[src/rtl/shift_pkg.sv]
// Shared definitions for the shift-register command path.
// Holds the data-width default, the control encoding and the FSM state type.
package shift_pkg;

  localparam int SR_WIDTH = 4;
  localparam int SR_CNT_W = 3;

  // {load, mode} encoding, fixed by the downstream register
  localparam logic [1:0] CTL_HOLD = 2'b00;
  localparam logic [1:0] CTL_SHR  = 2'b01;
  localparam logic [1:0] CTL_SHL  = 2'b10;
  localparam logic [1:0] CTL_LOAD = 2'b11;

  typedef enum logic [1:0] {
    ST_IDLE  = 2'd0,
    ST_LOAD  = 2'd1,
    ST_SHIFT = 2'd2,
    ST_DONE  = 2'd3
  } state_t;

  // dir=1 shifts toward the MSB
  function automatic logic [1:0] shift_ctl(input logic dir);
    return dir ? CTL_SHL : CTL_SHR;
  endfunction

endpackage

[src/rtl/shift_cmd_sequencer.sv]
// Command sequencer for the bidirectional shift register.
// Ports: clk/reset; cmd_valid/cmd_ready/cmd_data/cmd_dir/cmd_count in;
// sr_load/sr_mode/sr_in to the register; shadow_q, busy, done status.
import shift_pkg::*;

module shift_cmd_sequencer #(
  parameter int WIDTH = SR_WIDTH,
  parameter int CNT_W = SR_CNT_W
) (
  input  logic             clk,
  input  logic             reset,
  input  logic             cmd_valid,
  output logic             cmd_ready,
  input  logic [WIDTH-1:0] cmd_data,
  input  logic             cmd_dir,
  input  logic [CNT_W-1:0] cmd_count,
  output logic             sr_load,
  output logic             sr_mode,
  output logic [WIDTH-1:0] sr_in,
  output logic [WIDTH-1:0] shadow_q,
  output logic             busy,
  output logic             done
);

  state_t           state;
  logic [WIDTH-1:0] data_q;
  logic             dir_q;
  logic [CNT_W-1:0] rem_q;

  // Logical shift with zero fill, same as the register
  function automatic logic [WIDTH-1:0] step(
    input logic [WIDTH-1:0] v,
    input logic             dir
  );
    return dir ? {v[WIDTH-2:0], 1'b0}
               : {1'b0, v[WIDTH-1:1]};
  endfunction

  // Every output is a register updated alongside the state,
  // so nothing on cmd_* reaches sr_* without a flop between.
  always_ff @(posedge clk) begin
    if (reset) begin
      state     <= ST_IDLE;
      data_q    <= '0;
      dir_q     <= 1'b0;
      rem_q     <= '0;
      shadow_q  <= '0;
      sr_load   <= 1'b0;
      sr_mode   <= 1'b0;
      sr_in     <= '0;
      busy      <= 1'b0;
      done      <= 1'b0;
      cmd_ready <= 1'b1;
    end else begin
      done <= 1'b0;
      unique case (state)
        ST_IDLE: begin
          if (cmd_valid) begin
            data_q    <= cmd_data;
            dir_q     <= cmd_dir;
            rem_q     <= cmd_count;
            state     <= ST_LOAD;
            {sr_load, sr_mode} <= CTL_LOAD;
            sr_in     <= cmd_data;
            busy      <= 1'b1;
            cmd_ready <= 1'b0;
          end
        end
        ST_LOAD: begin
          shadow_q <= data_q;
          sr_in    <= '0;
          if (rem_q != '0) begin
            state <= ST_SHIFT;
            {sr_load, sr_mode} <= shift_ctl(dir_q);
          end else begin
            state <= ST_DONE;
            {sr_load, sr_mode} <= CTL_HOLD;
            done  <= 1'b1;
          end
        end
        ST_SHIFT: begin
          shadow_q <= step(shadow_q, dir_q);
          rem_q    <= rem_q - CNT_W'(1);
          // last shift cycle when one remains
          if (rem_q == CNT_W'(1)) begin
            state <= ST_DONE;
            {sr_load, sr_mode} <= CTL_HOLD;
            done  <= 1'b1;
          end
        end
        ST_DONE: begin
          state     <= ST_IDLE;
          busy      <= 1'b0;
          cmd_ready <= 1'b1;
        end
        default: begin
          state     <= ST_IDLE;
          {sr_load, sr_mode} <= CTL_HOLD;
          sr_in     <= '0;
          busy      <= 1'b0;
          cmd_ready <= 1'b1;
        end
      endcase
    end
  end

endmodule
[config.mk]
export PLATFORM = sky130hd
export DESIGN_NAME = shift_cmd_sequencer
export DESIGN_NICKNAME = d
export VERILOG_FILES = /design/src/rtl/shift_pkg.sv /design/src/rtl/shift_cmd_sequencer.sv
export SDC_FILE = /design/constraint.sdc
export NUM_CORES = 1
export LEC_CHECK = 0
export CORE_MARGIN = 5
export CORE_UTILIZATION = 30
export DETAILED_ROUTE_END_ITERATION = 6
export HOLD_SLACK_MARGIN = 0.05
export PLACE_DENSITY = 0.57
export SLEW_MARGIN = 0
export SYNTH_ARGS = -nofsm -noshare
export SYNTH_HDL_FRONTEND = slang
export SYNTH_SLANG_ARGS = --single-unit
[constraint.sdc]
create_clock -name clk -period 1.6 [get_ports clk]
set_clock_uncertainty 0.15 [all_clocks]
set_input_delay 0.16 -clock clk [delete_from_list [all_inputs] [get_ports clk]]
set_output_delay 0.16 -clock clk [all_outputs]
set_load 0.02 [all_outputs]
==> results of run 1 <==
synth_stat cells (2+ instances only):
cell type and count:
a31oi_1 2, clkbuf_1 3, nand3_1 7, mux2i_1 3, a311oi_1 2, a211oi_1 4, o21ai_0 6, nand2_1 10
nand2b_1 2, a22oi_1 5, nor2_1 17, inv_1 6, dfxtp_1 23, nand3b_1 2, a21oi_1 13, ha_1 8
worst max path at each step:
stage                        start  endpoint  slack, ns  cells after the start
final                     state[0]  rem_q[0]       0.03                      5
after global routing      state[0]  rem_q[0]      -0.04                      6
after CTS                 state[0]  state[0]      -0.03                      5
after detailed placement  state[1]  sr_in[0]      -0.11                      6
after global placement    state[1]  sr_in[2]      -0.08                      6
after floorplan           state[0]  sr_in[0]       0.01                      7
layer usage:
layer,GRT usage [%],vias up
li1,-,521
met1,14.1,472
met2,17.7,24
met3,1.26,8
met4,7.10,0
met5,0,-
kinds of logic after synthesis:
kind of cell               count (synthesis)
DFF                                       23
muxes                                      4
and+or+nand+nor                           42
buffers and inverters                     13
adders and majority gates                  8
AOI/OAI and AO/OA                         38
power by group through the flow:
| stage | clock, mW | sequential, mW | combinational [mW] |
|---|---|---|---|
| 3_5_place_dp | 0 | 0.859 | 1.30 |
| 5_1_grt | 0.398 | 0.895 | 1.60 |
| 4_1_cts | 0.376 | 0.847 | 1.37 |
| 6_report | 0.373 | 0.865 | 1.46 |
| 3_3_place_gp | 0 | 0.851 | 1.28 |
| 2_1_floorplan | 0 | 0.946 | 0.707 |
flip-flops by register name, indices dropped and copies added, names as in the netlist:
name,flops
cmd_ready,1
sr_load,1
sr_mode,1
data_q,4
rem_q,3
state,2
busy,1
sr_in,4
dir_q,1
done,1
shadow_q,4
layout make-up:
type	instances	area share, %
clock inverters	1	0.307
clock buffers	3	2.53
multi-input cells	92	41.5
inverters	7	1.76
flip-flops and latches	23	28.5
well taps	48	3.68
repair buffers	37	21.8
worst max-delay path: cells and delay by family (launching register included):
kind            cells  cell delay [ns]
mux                 1             0.32
compound gates      1             0.26
buf+inv             2             0.20
fa+ha+maj           1             0.21
flops               1             0.34
what timing repair did:
item,in CTS,in global routing
endpoints found under the setup margin,13,10
pin swaps,0,4
resized for setup,7,22
through the flow:
| stage | setup TNS (ns) | std cells | utilization, % | hold WS [ns] | setup slack (ns) |
|---|---|---|---|---|---|
| CTS | -0.0299 | 211 | 42.8 | 0.324 | -0.0280 |
| detailed placement | -0.803 | 207 | 41.0 | 0.311 | -0.114 |
| finish | 0 | 211 | 44.6 | 0.320 | 0.0271 |
| floorplan | 0 | 128 | - | 0.0821 | 0.0148 |
| global route | -0.0494 | 211 | 44.6 | 0.353 | -0.0414 |
| global placement | -0.467 | 207 | 41.0 | 0.309 | -0.0824 |
==> metrics, run 1 <==
outcome finished, final reports clean; Leakage 0.648 nW; total track usage 11.1%; max-cap violations 0; Via density 4.86; final setup fails 0; Die Y 71.4 um; Worst-Skew Late Latency 0.27 ns; global-route wire length before repair 4480 um; Crit-path slowest cell dfxtp_2; post-synth top area share 40.8%; Initial Util 30.9%; RD Place Congestion 0.767; vias in the first global route 993; Core Box Area 3660 um2; Synth Instances 128; hold buffer count at cts 0; total power 2.70 mW; register bit total from synthesis 23; Mapped Nets 147; post-synthesis mux area share 3.65%; CP required 1.63 ns; Synth area leaders dfxtp_1, ha_1, a21oi_1; share of cells above drive strength 1 25.2%; sequential power share 32.0%; Design Area, Final 1630 um2; WHS Path Cells 2; Post-Synth Simple-Gate Area 18.4%; FILL cells 353; Worst-Margin Slew 0.313 ns; uppermost layer routed met4; DR WL/cell 13.4 um; crit path max fanout 6; CTS root buffer clkbuf_8; Seq/Total Area, Yosys 40.8%; Antenna Nets Post-Route 0; io pins 24; Pint 1.62 mW; post-route minimum period 1.57 ns; Placement Rows 22; arrival time worst endpoint 1.60 ns; RR Endpoint rem_q[0]; Comb power frac 54.2%; CTS Sinks 23; Die Area 5090 um2; H-tree levels 1; drt drc 0; top_reg_cell synth dfxtp_1; Sequential Area 465 um2; placed cell areas 1500 um2; slowest stage delay, CP 0.34 ns; post-synthesis compound-gate area fraction 22.9%; Crit Path Category reg -> reg; initial antenna violation count 0; crit start category register; HP Class reg -> reg; crit share post-route 98.3%; CTS buffer count 3; Synthesis Warnings 0; Hold Vio Cnt, Final 0; Syn Area/Cell 8.83 um2; Post-CTS Setup Repair Bufs 0; total wire length 2830 um; Yosys top cell by area dfxtp_1; count of input and output buffers 23; via count 1,025; Synth Area in XOR/XNOR 0%; reg2reg start state[0]; largest family of logic cells by synthesized area compound AO/OA/AOI/OAI gates; commonest non-fill, non-tap cell in the layout dfxtp_1; Diodes inserted 0; post-synth cell types 31; Switching Share 39.9%; Area growth, synth to finish 44.5%; CTS clk-pin slew, worst paths 0.09 ns; pin count of the biggest net entering global routing 24; total grt overflow 0; EDFF count, synth 0; Mapped Area 1130 um2; post-synthesis adder-cell area fraction 8.86%; Metal-1 WL 1280 um; R2R setup slack 0.03 ns; Slew Limit Fails 0; TritonCTS clock tree done; Layout Nets 183; hold path endpoint data_q[3]; clock power share 13.8%; ys async rst share 0%; relative slew slack 79.0%; Multi-input gate area 677 um2; 1st-iter DRT viols 51; met3 routed WL 81 um; pwr dens 1650 nW/um2; Die W 71.4 um; Reg2Reg Depth 5; Switch Pwr 1.08 mW; VDD IR max 0.500 mV; most frequent cells in the layout dfxtp_1, clkdlybuf4s50_1, nor2_1, a21oi_1, buf_4; Pre-antenna DRT Iters 4; critical-path cell list inv_2, buf_4, ha_1, mux2_4, a221oi_2; critical path capture point type register; Fmax 0.636 GHz; placed wire-length estimate 2030 um; met2 WL post-DR 1360 um; hold path start data_q[3]; CTS max path bufs 2
(Power assumes the default switching activity.)
==> run 2: changes to the inputs <==
--- a/config.mk
+++ b/config.mk
@@ -14,3 +14,4 @@
 export SYNTH_ARGS = -nofsm -noshare
 export SYNTH_HDL_FRONTEND = slang
 export SYNTH_SLANG_ARGS = --single-unit
+export TNS_END_PERCENT = 50
==> results of run 2 <==
Final layout, timing and power as in run 1 (identical DEF).
==> run 3: changes to the inputs <==
--- a/config.mk
+++ b/config.mk
@@ -8,7 +8,6 @@
 export CORE_MARGIN = 5
 export CORE_UTILIZATION = 30
 export DETAILED_ROUTE_END_ITERATION = 6
-export HOLD_SLACK_MARGIN = 0.05
 export PLACE_DENSITY = 0.57
 export SLEW_MARGIN = 0
 export SYNTH_ARGS = -nofsm -noshare
==> results of run 3 <==
Final layout, timing and power as in run 1 (identical DEF).
